<file path="config.mk">
export PLATFORM = sky130hd
export DESIGN_NAME = nibbler_run_ctrl
export DESIGN_NICKNAME = d
export VERILOG_FILES = /design/src/rtl/nibbler_run_ctrl.sv
export SDC_FILE = /design/constraint.sdc
export NUM_CORES = 1
export LEC_CHECK = 0
export CAP_MARGIN = 20
export CELL_PAD_IN_SITES_DETAIL_PLACEMENT = 1
export CELL_PAD_IN_SITES_GLOBAL_PLACEMENT = 1
export CORE_MARGIN = 2
export CORE_UTILIZATION = 33
export DETAILED_ROUTE_END_ITERATION = 12
export GPL_TIMING_DRIVEN = 0
export HOLD_SLACK_MARGIN = 0.12
export PLACE_DENSITY = 0.82
export SYNTH_ARGS = -nofsm -noshare
export SYNTH_HDL_FRONTEND = slang
export SYNTH_SLANG_ARGS = --single-unit
</file>
<file path="constraint.sdc">
create_clock -name clk -period 2.8 [get_ports clk]
set_input_delay 0.28 -clock clk [delete_from_list [all_inputs] [get_ports clk]]
set_output_delay 0.28 -clock clk [all_outputs]
set_load 0.05 [all_outputs]
</file>
<file path="src/rtl/nibbler_run_ctrl.sv">
`default_nettype none
// ============================================================================
//  Module      : nibbler_run_ctrl
//  Description : Run / halt / single-step sequencer for the Nibbler 4-bit
//                core. Drives the single clock enable (core_en) that gates
//                every core register, stops only on instruction boundaries,
//                provides one PC breakpoint and a saturating count of
//                executed core cycles.
//  Revision    : 1.0 - initial release
// ============================================================================
module nibbler_run_ctrl #(
    parameter int ADDR_W       = 12,
    parameter int CYC_W        = 16,
    parameter bit RUN_ON_RESET = 1'b1
) (
    input  logic              clk,
    input  logic              Rst,
    input  logic              run_req,
    input  logic              halt_req,
    input  logic              step_req,
    input  logic              cnt_clr,
    input  logic              phase,
    input  logic [ADDR_W-1:0] pc,
    input  logic [ADDR_W-1:0] bp_addr,
    input  logic              bp_en,
    output logic              core_en,
    output logic              halted,
    output logic              bp_hit,
    output logic              step_done,
    output logic [CYC_W-1:0]  cycle_cnt,
    output logic [1:0]        state
);

    typedef enum logic [1:0] {
        ST_HALT = 2'b00,
        ST_RUN  = 2'b01,
        ST_STEP = 2'b10
    } state_t;

    localparam state_t           C_RESET_STATE = RUN_ON_RESET ? ST_RUN : ST_HALT;
    localparam logic [CYC_W-1:0] C_CNT_MAX     = {CYC_W{1'b1}};
    localparam logic [CYC_W-1:0] C_CNT_ONE     = {{(CYC_W-1){1'b0}}, 1'b1};

    state_t           state_q,     state_d;
    logic             bp_hit_q,    bp_hit_d;
    logic             step_done_q, step_done_d;
    logic             halt_pend_q, halt_pend_d;
    logic             bp_skip_q,   bp_skip_d;
    logic [CYC_W-1:0] cycle_cnt_q, cycle_cnt_d;

    logic w_bp_match;
    logic w_core_en;
    logic w_boundary;

    // Breakpoint only fires on a fetch cycle and is masked for the one
    // instruction being resumed from a breakpoint halt.
    assign w_bp_match = bp_en & (pc == bp_addr) & ~phase & ~bp_skip_q;

    // Core enable decode from state; the encoding 11 behaves as HALT.
    always_comb begin
        case (state_q)
            ST_RUN:  w_core_en = ~w_bp_match;
            ST_STEP: w_core_en = 1'b1;
            default: w_core_en = 1'b0;
        endcase
    end

    // An instruction ends on the execute-phase edge that the core takes.
    assign w_boundary = w_core_en & phase;

    // Next-state logic for the sequencer, breakpoint flags and cycle counter.
    always_comb begin
        state_d     = state_q;
        bp_hit_d    = bp_hit_q;
        step_done_d = 1'b0;
        halt_pend_d = halt_pend_q;
        bp_skip_d   = bp_skip_q;

        // The skip window covers exactly one instruction.
        if (w_boundary) begin
            bp_skip_d = 1'b0;
        end

        case (state_q)
            ST_RUN: begin
                if (w_bp_match) begin
                    // Breakpoint beats any pending halt request.
                    state_d     = ST_HALT;
                    bp_hit_d    = 1'b1;
                    halt_pend_d = 1'b0;
                end else if (w_boundary && (halt_pend_q || halt_req)) begin
                    state_d     = ST_HALT;
                    halt_pend_d = 1'b0;
                end else if (halt_req) begin
                    halt_pend_d = 1'b1;
                end
            end
            ST_STEP: begin
                if (w_boundary) begin
                    state_d     = ST_HALT;
                    step_done_d = 1'b1;
                end
            end
            default: begin
                state_d = ST_HALT;
                if (run_req) begin
                    state_d = ST_RUN;
                end else if (step_req) begin
                    state_d = ST_STEP;
                end
                if (run_req || step_req) begin
                    // Resuming from a breakpoint must let the instruction at
                    // bp_addr execute once without re-triggering.
                    if (bp_hit_q) begin
                        bp_skip_d = 1'b1;
                    end
                    bp_hit_d = 1'b0;
                end
            end
        endcase

        if (cnt_clr) begin
            cycle_cnt_d = '0;
        end else if (w_core_en && (cycle_cnt_q != C_CNT_MAX)) begin
            cycle_cnt_d = cycle_cnt_q + C_CNT_ONE;
        end else begin
            cycle_cnt_d = cycle_cnt_q;
        end
    end

    // State and status registers, asynchronously reset together with the core.
    always_ff @(posedge clk or negedge Rst) begin
        if (!Rst) begin
            state_q     <= C_RESET_STATE;
            bp_hit_q    <= 1'b0;
            step_done_q <= 1'b0;
            halt_pend_q <= 1'b0;
            bp_skip_q   <= 1'b0;
            cycle_cnt_q <= '0;
        end else begin
            state_q     <= state_d;
            bp_hit_q    <= bp_hit_d;
            step_done_q <= step_done_d;
            halt_pend_q <= halt_pend_d;
            bp_skip_q   <= bp_skip_d;
            cycle_cnt_q <= cycle_cnt_d;
        end
    end

    assign core_en   = w_core_en;
    assign halted    = (state_q != ST_RUN) && (state_q != ST_STEP);
    assign bp_hit    = bp_hit_q;
    assign step_done = step_done_q;
    assign cycle_cnt = cycle_cnt_q;
    assign state     = state_q;

endmodule
`default_nettype wire

</file>
### Word-level counts from Yosys, hierarchy flattened

Index checks and enable logic that the tools add are counted.

| operators by class | value |
|---|---|
| $add $sub $neg | 1 |
| equal/unequal tests | 9 |
| multiplexer cells | 21 |
| bitwise operators | 8 |
| reduce and logical (&&, ||, !) cells | 12 |

Operators by type and width:

| operator | count |
|---|---|
| $mux 16 | 2 |
| $add 16x1->16 const B | 1 |
| $ne 16x16->1 const B | 1 |
| $eq 12x12->1 | 1 |
| $mux 1 | 11 |
| $mux 2 | 5 |
| $ne 2x2->1 const B | 3 |
| $and 1x1->1 | 4 |
| $not 1->1 | 4 |
| $pmux 1 s2 | 2 |
| $pmux 2 s2 | 1 |
| $reduce_and 2->1 | 2 |
| $reduce_bool 2->1 | 2 |
| $logic_and 1x1->1 | 3 |
| $ne 3x3->1 const B | 1 |
| $reduce_and 3->1 | 1 |
| $reduce_bool 3->1 | 1 |
| $eq 2x1->1 const B | 1 |
| $eq 2x2->1 const B | 1 |
| $logic_or 1x1->1 | 2 |
| $ne 2x1->1 const B | 1 |
| $reduce_or 2->1 | 1 |

| storage, ports and cells | value |
|---|---|
| bits in registers | 22 |
| input port bits | 32 |
| word-level logic and storage cells | 57 |

### Longest topological paths before layout

Gate-level depths: netlist of run 1.

| depth | value |
|---|---|
| depth in word-level cells | 11 |
| depth in mapped cells | 8 |

### Least setup slack after synthesis of run 1

OpenSTA, ideal clock, no wires.

| timing path | value |
|---|---|
| path type | register -> register |
| start | register state_q[0] (netlist: state[0]) |
| end | register cycle_cnt_q[6] (netlist: cycle_cnt[6]) |
| arrival time | 2.603 ns |
| required time | 2.722 ns |
| path slack | 0.119 ns |
| stages on the path, launching flop included | 8 |
| path buffers | 1 |
| cells stage by stage | dfstp_2 > inv_1 > ha_1 > clkbuf_1 > or2_2 > or3_1 > or3_1 > a21oi_1 |

| between the ends | value |
|---|---|
| longest elaborated chain between the ends | 4 |
| elaborated cells between the ends (all ways) | 5 |
| those cells by class | eq/ne (2); mux (1); reduce/logical (2) |

Ends and longest elaborated chain:

| item | line | RTL |
|---|---|---|
| start, declared | 44 | `state_t state_q, state_d;` |
| start signal, assigned | 141 | `state_q <= state_d;` |
| $eq 2x2->1 / $eq 2x1->1 (equally long branches) | 61 | `case (state_q)` |
| $pmux 1 s2 (*) | 61 |  |
| $logic_and 1x1->1 (*) | 124 | `end else if (w_core_en && (cycle_cnt_q != C_CNT_MAX)) begin` |
| $reduce_bool 2->1 (no source line) (*) | n/a |  |
| end signal, assigned | 146 | `cycle_cnt_q <= cycle_cnt_d;` |
| end, declared | 49 | `logic [CYC_W-1:0] cycle_cnt_q, cycle_cnt_d;` |

Mark *: on every way between the ends. The rest lies on a longest branch, timed or not.
A chain may end at the register's enable or synchronous reset.

### Worst setup path in the final report of run 1

| timing path | value |
|---|---|
| start | register state_q[0] (netlist: state[0]) |
| end | output core_en |

| between the ends | value |
|---|---|
| longest elaborated chain between the ends | 2 |
| elaborated cells between the ends (all ways) | 3 |
| those cells by class | eq/ne (2); mux (1) |

Ends and longest elaborated chain:

| item | line | RTL |
|---|---|---|
| $eq 2x2->1 / $eq 2x1->1 (equally long branches) | 61 |  |
| $pmux 1 s2 (*) | 61 |  |
| end, declared | 26 | `output logic core_en,` |

Marked as above.

==> results of run 1 <==
==> metrics by stage <==
stage / utilization, % / hold slack [ns] / TNS (ns) / worst slack [ns]
floorplan: - / -0.0156 / 0 / 0.119
global placement: 47.8 / 0.493 / -0.256 / -0.256
detailed placement: 47.8 / 0.500 / -0.350 / -0.350
CTS: 49.2 / 0.517 / 0 / 0.0430
global route: 49.1 / 0.555 / 0 / 0.0818
finish: 49.1 / 0.513 / 0 / 0.186
==> timing repair <==
item / CTS / global route
pin swaps: 0 / 0
endpoints found under the hold margin: 0 / 0
resized for setup: 4 / 2
setup endpoints to repair: 1 / 1
==> final timing paths <==
check / start / endpoint / slack (ns) / depth (start not counted)
worst max-delay path: state[0] / core_en / 0.19 / 8
worst min-delay path: bp_skip_q / bp_skip_q / 0.51 / 2
worst max register to register: state[0] / cycle_cnt[12] / 0.35 / 6
worst min register to register: bp_skip_q / bp_skip_q / 0.51 / 2
max in group asynchronous: Rst / cycle_cnt[9] / 1.63 / 1
min in group asynchronous: Rst / bp_hit / 0.56 / 1
==> worst max-delay path, stage by stage (launching register included) <==
cell,delay (ns)
dfstp_2,0.56
inv_1,0.05
ha_1,0.24
nor3_1,0.23
a41o_2,0.30
buf_4,0.19
buf_4,0.19
nor2_1,0.06
buf_2,0.23
==> cells by family after synthesis <==
| logic type | count (synthesis) |
|---|---|
| compound gates | 18 |
| mux | 13 |
| simple gates | 80 |
| buf+inv | 13 |
| flops | 22 |
| fa+ha+maj | 3 |
| xor+xnor | 12 |
==> registers in the layout, indices dropped and copies added, names as in the netlist <==
register / flops
step_done: 1
cycle_cnt: 16
bp_hit: 1
state: 2
halt_pend_q: 1
bp_skip_q: 1
==> where the power goes <==
| group | internal (uW) | leakage (uW) | total, uW | switching [uW] |
|---|---|---|---|---|
| Sequential | 365 | 0.000295 | 400 | 35.3 |
| Clock | 126 | 0.0000288 | 237 | 111 |
| Combinational | 293 | 0.000531 | 773 | 480 |
| Total | 784 | 0.000855 | 1410 | 626 |
==> layout by cell type (no fill, tap or decap), types with 4 or more instances in the layout <==
cell type	count
nor4_1	9
nand2_1	6
dfrtp_1	21
inv_1	6
nand4_1	4
nor2b_1	11
nor2_1	20
nand3_1	5
mux2_2	8
nand2b_1	4
mux2_1	4
xor2_1	12
clkdlybuf4s50_1	51
a21oi_1	6
clkbuf_8	4
clkbuf_1	4
==> cell type report <==
class                           count  area share [%]
Tap cell                           52            3.04
Clock buffer                        4            2.58
Multi-Input combinational cell    126            41.6
Sequential cell                    22            25.8
Buffer                              7            1.76
Timing Repair Buffer               52            24.1
Inverter                            6            1.05
==> metal layers <==
layer	track usage [%]	up-vias	wire length, microns
li1	-	683	-
met1	20.9	689	1790
met2	31.7	39	2160
met3	4.08	4	249
met4	3.98	0	33
met5	0	-	0
==> summary.txt, run 1 <==
Clocking
  – Clock sinks: 22
  – Clock root buffer: clkbuf_8
  – Postcts setup bufs: 0
  – H-tree depth: 1
  – Cts hold-fix bufs: 0
  – Clock buffer depth: 2
  – TritonCTS Buffers: 3
  – CTS tree: built
  – Clk slew on worst S/H paths: 0.08 ns
  – Worst-skew pair later-pin latency: 0.27 ns

Global route
  – GRT Residual Overflow: 0
  – Largest net degree at the start of global routing: 23
  – Initial antenna violation count: 0
  – Vias in the first global route: 1509
  – First-pass GRT wire length: 7180 microns
  – GR Util All Layers: 17.5%

Worst setup path
  – WS Path Type: flip-flop to output port
  – Worst Path Required: 2.52 ns
  – CP max FO: 10
  – CP arrival: 2.33 ns
  – Startpoint types: flip-flop
  – CP endpoint kind: output port

Logic synthesis
  – Post-synthesis mux area share: 9.71%
  – Post-synthesis adder-cell area fraction: 2.51%
  – Asr flop ratio synth: 100%
  – Most numerous cell in the Yosys netlist: dfrtp_1
  – Avg Inst Size Synth: 9.29 sq um
  – Synth area leader: dfrtp_1
  – Simple-gate area share of the yosys netlist: 31.6%
  – Yosys reg bits: 22
  – Top cells by area, synth: dfrtp_1 (35%), xor2_1 (7.0%), mux2_2 (6.0%), nor2_1 (5.0%), nor2b_1 (4.6%)
  – Largest family of logic cells by synthesized area: simple AND/OR/NAND/NOR gates
  – Syn_nets: 196
  – Post-synthesis sequential area ratio: 36.9%
  – Post-synth EDFFs: 0
  – Share of the synthesized area in the top cell type: 35.1%
  – Mapped Cells: 161
  – Number of distinct library cells after synthesis: 41
  – Xor/xnor share of the synthesized area: 7.03%
  – Synth Cell Area: 1500 sq um
  – Ys Warns: 0
  – Synth Flop Type: dfrtp_1
  – Synth Area in Compound Gates: 8.20%
  – Top post-synthesis cells by count: dfrtp_1 (21), nor2_1 (20), xor2_1 (12)

Cells and area
  – Layout Area Growth over Synthesis: 42.9%
  – Reg area: 552 sq um
  – Fill cells: 495
  – Final std cells w/o fill: 269
  – Multi-input gate area: 890 sq um
  – N_diodes: 0
  – Nets: 253
  – Share of cells above drive strength 1: 11.5%
  – Fin area: 2140 sq um

STA
  – Tcrit/Tclk final: 93.3%
  – Final setup fails: 0
  – Final Max Slew Viols: 0
  – Final Hold Fails: 0
  – RSZ-0062 raised after global routing: no
  – Max-slew headroom: 32.6%
  – Clk_skew: 0.00240 ns
  – Minimum clock period: 2.61 ns
  – Worst slew pin tran: 1.01 ns
  – Fmax: 0.383 GHz

Place
  – Post-Place Cells: 265
  – Detail Placement HPWL: 3170 microns
  – I/O Buffers: 52
  – Post-Place Cell Area: 2080 sq um
  – GPL Wtd Cong: 0.739

Floorplanning
  – Core Region: 4350 sq um
  – IO Count: 54
  – Die Span Y: 71.3 microns
  – Die X: 71.3 microns
  – Initial Util: 34.3%
  – Row cnt: 24
  – DIE AREA: 5090 sq um

Drt
  – Initial DRC Count: 45
  – DR vias/cell: 5.26
  – Total number of vias: 1415
  – 1st-pass router iterations: 4
  – Antenna Nets Post-Route: 0
  – Post-route DRC: 0
  – WL/cell: 15.7 microns
  – Overall routed net length: 4230 microns

Min path
  – Worst Hold Class: flip-flop to flip-flop

Power and ir drop
  – Power density cells: 660 nW/um^2
  – Power, Total: 1410 uW
  – Peak supply drop: 0.366 mV
  – Static Leak: 0.000855 uW

Run
  – Max Cap Viol: 0

Run status
  – Outcome: complete, no violations
Note: power is estimated with default switching activity, not from simulation.
==> inputs of run 2 (changes only) <==
--- a/config.mk
+++ b/config.mk
@@ -14,6 +14,8 @@
 export GPL_TIMING_DRIVEN = 0
 export HOLD_SLACK_MARGIN = 0.12
 export PLACE_DENSITY = 0.82
+export RECOVER_POWER = 100
+export SKIP_CTS_REPAIR_TIMING = 1
 export SYNTH_ARGS = -nofsm -noshare
 export SYNTH_HDL_FRONTEND = slang
 export SYNTH_SLANG_ARGS = --single-unit
==> run 2 against run 1 <==
Net effect:
- die area did not move
- via count grew 0.42%
- register-to-register slack improved by 0.04 ns
- fmax fell by 0.35%
- routed wire length fell by 0.73%
- first-iteration DRC count decreased by 2.2%
- critical path type unchanged
- largest cell class unchanged
- highest routed layer unchanged
==> summary.txt, run 2 (synthesis results as in run 1) <==
Cells and area
  – Fin area: 2130 sq um (-0.29%)
  – Share of cells above drive strength 1: 10.6% (-0.92 points)
  – N_diodes: 0 (unchanged)
  – Fill cells: 497 (+0.40%)
  – Finished Core Util: 48.9% (-0.14 points)
  – Layout Area Growth over Synthesis: 42.5%
  – Most frequent cells in the layout: clkdlybuf4s50_1 (29), dlygate4sd3_1 (22), nor2_1 (21), dfrtp_1 (21), xor2_1 (12)
  – Largest register FFs: 16 (unchanged)
  – Nets: 253 (unchanged)
  – Final std cells w/o fill: 269 (unchanged)
  – Most common cell after layout, fill and taps aside: clkdlybuf4s50_1

Floorplanning
  – Core Region: 4350 sq um (unchanged)
  – Initial Util: 34.3% (unchanged)
  – Row cnt: 24 (unchanged)
  – Die Span Y: 71.3 microns (unchanged)
  – IO Count: 54 (unchanged)
  – Die X: 71.3 microns (unchanged)
  – DIE AREA: 5090 sq um (unchanged)

Drt
  – 1st-pass router iterations: 4 (unchanged)
  – Post-route DRC: 0 (unchanged)
  – DR vias/cell: 5.28 (+0.42%)
  – Antenna Nets Post-Route: 0 (unchanged)
  – Total number of vias: 1421 (+0.42%)
  – Overall routed net length: 4200 microns (-0.73%)
  – Initial DRC Count: 44 (-2.2%)
  – WL/cell: 15.6 microns (-0.73%)

Global route
  – Initial antenna violation count: 0 (unchanged)
  – Largest net degree at the start of global routing: 23 (unchanged)
  – GRT Residual Overflow: 0 (unchanged)
  – Vias in the first global route: 1506 (-0.20%)
  – GR Util All Layers: 17.4% (-0.12 points)
  – First-pass GRT wire length: 7130 microns (-0.59%)

STA
  – Clk_skew: 0.00265 ns (+0.000246 ns)
  – Minimum clock period: 2.62 ns (+0.00915 ns)
  – Max-slew headroom: 32.4% (-0.21 points)
  – WHS: 0.512 ns (-0.000305 ns)
  – Final setup fails: 0 (unchanged)
  – Worst slew pin tran: 1.01 ns (+0.00290 ns)
  – Fmax: 0.381 GHz (-0.35%)
  – Final Hold Fails: 0 (unchanged)
  – Tcrit/Tclk final: 93.7% (+0.33 points)
  – RSZ-0062 raised after global routing: no
  – Final Max Slew Viols: 0 (unchanged)

Run status
  – Outcome: complete, no violations

Power and ir drop
  – Sw Pwr: 620 uW (-1.1%)
  – Combinational share of power: 53.8% (-1.0 points)
  – Internal: 755 uW (-3.6%)
  – Peak supply drop: 0.350 mV (-4.3%)
  – Seq pwr share: 29.0% (+0.6 points)
  – Clock power share: 17.2% (+0.4 points)
  – Switching share of power: 45.1% (+0.65 points)
  – Power density cells: 645 nW/um^2 (-2.2%)
  – Static Leak: 0.000917 uW (+7.3%)

Clocking
  – CTS tree: built
  – Clock sinks: 22 (unchanged)
  – Worst-skew pair later-pin latency: 0.27 ns (about the same)
  – Clock root buffer: clkbuf_8
  – Clock buffer depth: 2 (unchanged)
  – H-tree depth: 1 (unchanged)
  – TritonCTS Buffers: 3 (unchanged)
  – Clk slew on worst S/H paths: 0.08 ns (about the same)

Worst setup path
  – CP arrival: 2.34 ns (about the same)
  – CP max FO: 10 (unchanged)
  – WS Path Type: flip-flop to output port
  – Worst Path Required: 2.52 ns (about the same)
  – Startpoint types: flip-flop
  – CP endpoint kind: output port

Run
  – Max Cap Viol: 0 (unchanged)

Place
  – I/O Buffers: 52 (unchanged)
  – Detail Placement HPWL: 3170 microns (unchanged)
  – Post-Place Cell Area: 2080 sq um (unchanged)
  – Post-Place Cells: 265 (unchanged)
  – GPL Wtd Cong: 0.739 (unchanged)

Min path
  – Worst Hold Class: flip-flop to flip-flop
-- run 2: changes by cell type in the layout (fill, tap and decap cells not counted) --
cell	previous run	this run
dlygate4sd3_1	0	22
o21ai_1	1	0
clkdlybuf4s50_1	51	29
nor2_1	20	21
o21ai_0	3	4
nor2_2	1	0
buf_2	1	0
clkbuf_2	0	1
clkbuf_1	4	5
buf_4	3	2
-- run 2: stage by stage --
stage	setup slack, ns	power, uW	TNS, ns
finish	0.177	1380	0
global route	0.0594	1460	0
CTS	-0.357	1430	-0.357
detailed placement	-0.350	1190	-0.350
global placement	-0.256	1170	-0.256
floorplan	0.119	935	0
-- run 2: final cells by class --
class,count,area [sq um],area share [%]
Multi-Input combinational cell,126,887,41.6
Sequential cell,22,552,25.9
Timing Repair Buffer,52,515,24.2
Tap cell,52,65.1,3.05
Clock buffer,4,55.1,2.58
Buffer,7,33.8,1.59
Inverter,6,22.5,1.06
-- run 2: power groups by stage --
stage	registers (uW)	clock network [uW]	logic [uW]
finish	398	237	740
global placement	407	0	765
floorplan	503	0	432
detailed placement	408	0	783
global route	406	251	804
CTS	401	246	787
-- run 2: path summary, 6_finish.rpt --
| kind | cells after the start | end | startpoint | slack, ns |
|---|---|---|---|---|
| min in group asynchronous | 1 | bp_hit | Rst | 0.63 |
| max in group asynchronous | 1 | cycle_cnt[15] | Rst | 1.57 |
| worst min register to register | 2 | bp_skip_q | bp_skip_q | 0.51 |
| worst max-delay path | 8 | core_en | state[0] | 0.18 |
| worst min-delay path | 2 | bp_skip_q | bp_skip_q | 0.51 |
| worst max register to register | 7 | cycle_cnt[6] | state[0] | 0.39 |
-- run 2: layer usage --
metal	wire (microns)	up-vias	track usage [%]
met1	1750	682	20.7
li1	-	686	-
met5	0	-	0
met3	271	4	4.08
met2	2140	49	31.5
met4	33	0	3.98
-- run 2: critical path, stage by stage, from the launching register on --
cell and delay, ns:
dfstp_2 0.56, inv_1 0.05, ha_1 0.24, nor3_1 0.23
a41o_2 0.30, buf_4 0.19, buf_4 0.18, nor2_1 0.06
clkbuf_2 0.25
==> inputs of run 3 (changes only) <==
--- a/config.mk
+++ b/config.mk
@@ -9,13 +9,14 @@
 export CELL_PAD_IN_SITES_DETAIL_PLACEMENT = 1
 export CELL_PAD_IN_SITES_GLOBAL_PLACEMENT = 1
 export CORE_MARGIN = 2
-export CORE_UTILIZATION = 33
+export CORE_UTILIZATION = 35
 export DETAILED_ROUTE_END_ITERATION = 12
 export GPL_TIMING_DRIVEN = 0
 export HOLD_SLACK_MARGIN = 0.12
-export PLACE_DENSITY = 0.82
+export PLACE_DENSITY = 0.86
 export RECOVER_POWER = 100
 export SKIP_CTS_REPAIR_TIMING = 1
+export SLEW_MARGIN = 20
 export SYNTH_ARGS = -nofsm -noshare
 export SYNTH_HDL_FRONTEND = slang
 export SYNTH_SLANG_ARGS = --single-unit
==> constraint.sdc (replaced) <==
create_clock -name clk -period 3.25 [get_ports clk]
set_input_delay 0.325 -clock clk [delete_from_list [all_inputs] [get_ports clk]]
set_output_delay 0.325 -clock clk [all_outputs]
set_load 0.05 [all_outputs]
==> run 3 against run 2 <==
Net effect:
- final area is 0.35% lower
- first-iteration DRC count fell by 4.5%
- non-clock buffer count rose by 1
- clock skew rose by 0.0013 ns
- critical endpoint unchanged
- worst hold slack gained 0.0029 ns
- global-route usage rose by 0.27 points
- total power down 15%
==> summary.txt, run 3 (synthesis results as in run 1) <==
STA
  – Final Hold Fails: 0 (unchanged)
  – Final worst slack: 0.474 ns (+0.297 ns)
  – Fmax: 0.360 GHz
  – Max-slew headroom: 17.1% (-15 points)
  – Setup tns final: 0 ns (unchanged)
  – Minimum clock period: 2.78 ns
  – Tcrit/Tclk final: 85.4%
  – Final setup fails: 0 (unchanged)
  – Worst slew pin tran: 1.24 ns (+0.232 ns)
  – RSZ-0062 raised after global routing: no
  – WHS: 0.515 ns (+0.00285 ns)
  – Final Max Slew Viols: 0 (unchanged)
  – Clk_skew: 0.00400 ns (+0.00135 ns)

Min path
  – Hold worst-path end: bp_skip_q
  – Hold Path Stages: 2 (unchanged)
  – Hold Startpoint: bp_skip_q
  – Worst Hold Class: flip-flop to flip-flop

Worst setup path
  – WS Path Type: primary input to output port
  – Critical-path cell list: clkdlybuf4s50_1 -> xor2_1 -> nor4_1 -> a41o_1 -> buf_4 -> buf_4 -> nor2_1 -> clkbuf_1
  – Path depth of the worst reg2reg path: 7 (unchanged)
  – Worst Path Required: 2.92 ns (+0.40 ns)
  – Critical path's largest stage delay: 0.42 ns (-0.14 ns)
  – R2R Path Start: state[0]
  – CP arrival: 2.45 ns (+0.11 ns)
  – CP top delay family: buffers and inverters
  – Reg2reg setup slack: 0.81 ns (+0.42 ns)
  – CP max FO: 10 (unchanged)
  – Startpoint types: primary input
  – Critical path's slowest cell: clkdlybuf4s50_1
  – R2r endpoint: cycle_cnt[6]
  – CP endpoint kind: output port
  – CP dominant cell by count: buf_4
  – CP bufs+invs: 4 (unchanged)

Place
  – Post-Place Worst Slack: 0.110 ns (+0.460 ns)
  – GPL Wtd Cong: 0.760 (+2.9%)
  – Detail Placement HPWL: 3230 microns (+1.8%)
  – I/O Buffers: 52 (unchanged)

Cells and area
  – Multi-input gate area: 880 sq um (-0.85%)
  – Finished Core Util: 52.3% (+3.4 points)
  – Share of cells above drive strength 1: 8.72% (-1.9 points)
  – N_diodes: 0 (unchanged)
  – Nets: 254 (+0.40%)
  – Fill cells: 482 (-3.0%)
  – Most frequent cells in the layout: clkdlybuf4s50_1 (29), dlygate4sd3_1 (22), nor2_1 (21), dfrtp_1 (21), xor2_1 (12)
  – Largest register FFs: 16 (unchanged)
  – Layout Area Growth over Synthesis: 42.0%
  – Reg area: 552 sq um (unchanged)
  – Most common cell after layout, fill and taps aside: clkdlybuf4s50_1

Clocking
  – TritonCTS Buffers: 3 (unchanged)
  – Worst-skew pair later-pin latency: 0.27 ns (about the same)
  – Clk slew on worst S/H paths: 0.08 ns (about the same)
  – H-tree depth: 1 (unchanged)
  – Clock root buffer: clkbuf_8
  – Clock buffer depth: 2 (unchanged)
  – CTS tree: built
  – Clock sinks: 22 (unchanged)

Floorplanning
  – IO Count: 54 (unchanged)
  – Row cnt: 23 (-4.2%)
  – Die Span Y: 69.4 microns (-2.7%)
  – Initial Util: 36.8% (+2.5 points)
  – Core Region: 4060 sq um (-6.8%)
  – DIE AREA: 4810 sq um (-5.4%)
  – Die X: 69.4 microns (-2.7%)

Run status
  – Outcome: complete, no violations

Global route
  – GR Util All Layers: 17.6% (+0.27 points)
  – Vias in the first global route: 1475 (-2.1%)
  – First-pass GRT wire length: 6910 microns (-3.1%)
  – GRT Residual Overflow: 0 (unchanged)
  – Largest net degree at the start of global routing: 23 (unchanged)
  – Initial antenna violation count: 0 (unchanged)

Power and ir drop
  – Peak supply drop: 0.242 mV (-31%)
  – Power, Total: 1170 uW (-15%)
  – Power density cells: 552 nW/um^2 (-14%)
  – Static Leak: 0.000915 uW (-0.23%)

Drt
  – Post-route DRC: 0 (unchanged)
  – Antenna Nets Post-Route: 0 (unchanged)
  – Total number of vias: 1430 (+0.63%)
  – Overall routed net length: 4160 microns (-0.93%)
  – DR vias/cell: 5.34 (+1.0%)
  – 1st-pass router iterations: 4 (unchanged)
  – Initial DRC Count: 42 (-4.5%)
  – WL/cell: 15.5 microns (-0.56%)

Run
  – Max Cap Viol: 0 (unchanged)
run 3: cell count changes in the layout (fill, tap and decap cells not counted):
cell,delta
nor4_2,-1
nor4_1,+1
clkbuf_2,-1
clkbuf_1,+2
a41o_1,+1
dfstp_2,-1
a41o_2,-1
dfstp_1,+1
run 3: power by group:
part / internal [uW] / leakage [uW] / total (uW) / switching, uW
clock: 108 / 0.0000288 / 205 / 97.0
sequential: 313 / 0.000295 / 342 / 29.2
combinational: 224 / 0.000591 / 626 / 402
run 3: layout make-up:
type	count	area share [%]
multi-input combinational	126	41.4
sequential	22	26.0
timing repair buffer	53	24.4
tap	50	2.95
clock buffer	4	2.59
buffer	7	1.59
inverter	6	1.06
run 3: through the flow:
| step | cell area [sq um] | std cells |
|---|---|---|
| floorplan | 1500 | 161 |
| global placement | 2080 | 263 |
| detailed placement | 2080 | 263 |
| CTS | 2130 | 267 |
| global route | 2120 | 268 |
| finish | 2120 | 268 |
run 3: metal layers:
| layer | up-vias | share of wire, % | track usage, % |
|---|---|---|---|
| met5 | - | 0 | 0 |
| met4 | 0 | 0.70 | 3.92 |
| met3 | 4 | 5.8 | 2.76 |
| met2 | 51 | 48 | 31.1 |
| met1 | 688 | 45 | 22.6 |
| li1 | 687 | - | - |
run 3: worst max-delay path by stage:
stage,endpoint,cells past startpoint,start
final,core_en,8,bp_addr[0]
after global routing,core_en,8,bp_addr[0]
after CTS,core_en,8,bp_addr[0]
after detailed placement,core_en,8,bp_addr[0]
after global placement,core_en,8,bp_addr[0]
after floorplan,cycle_cnt[6],7,state[0]
run 3: worst min-delay path: cells and delay by family (launching register included):
family	cells	cell delay, ns
AND/OR/NAND/NOR	1	0.06
flip-flops	1	0.34
AO/OA/AOI/OAI	1	0.08
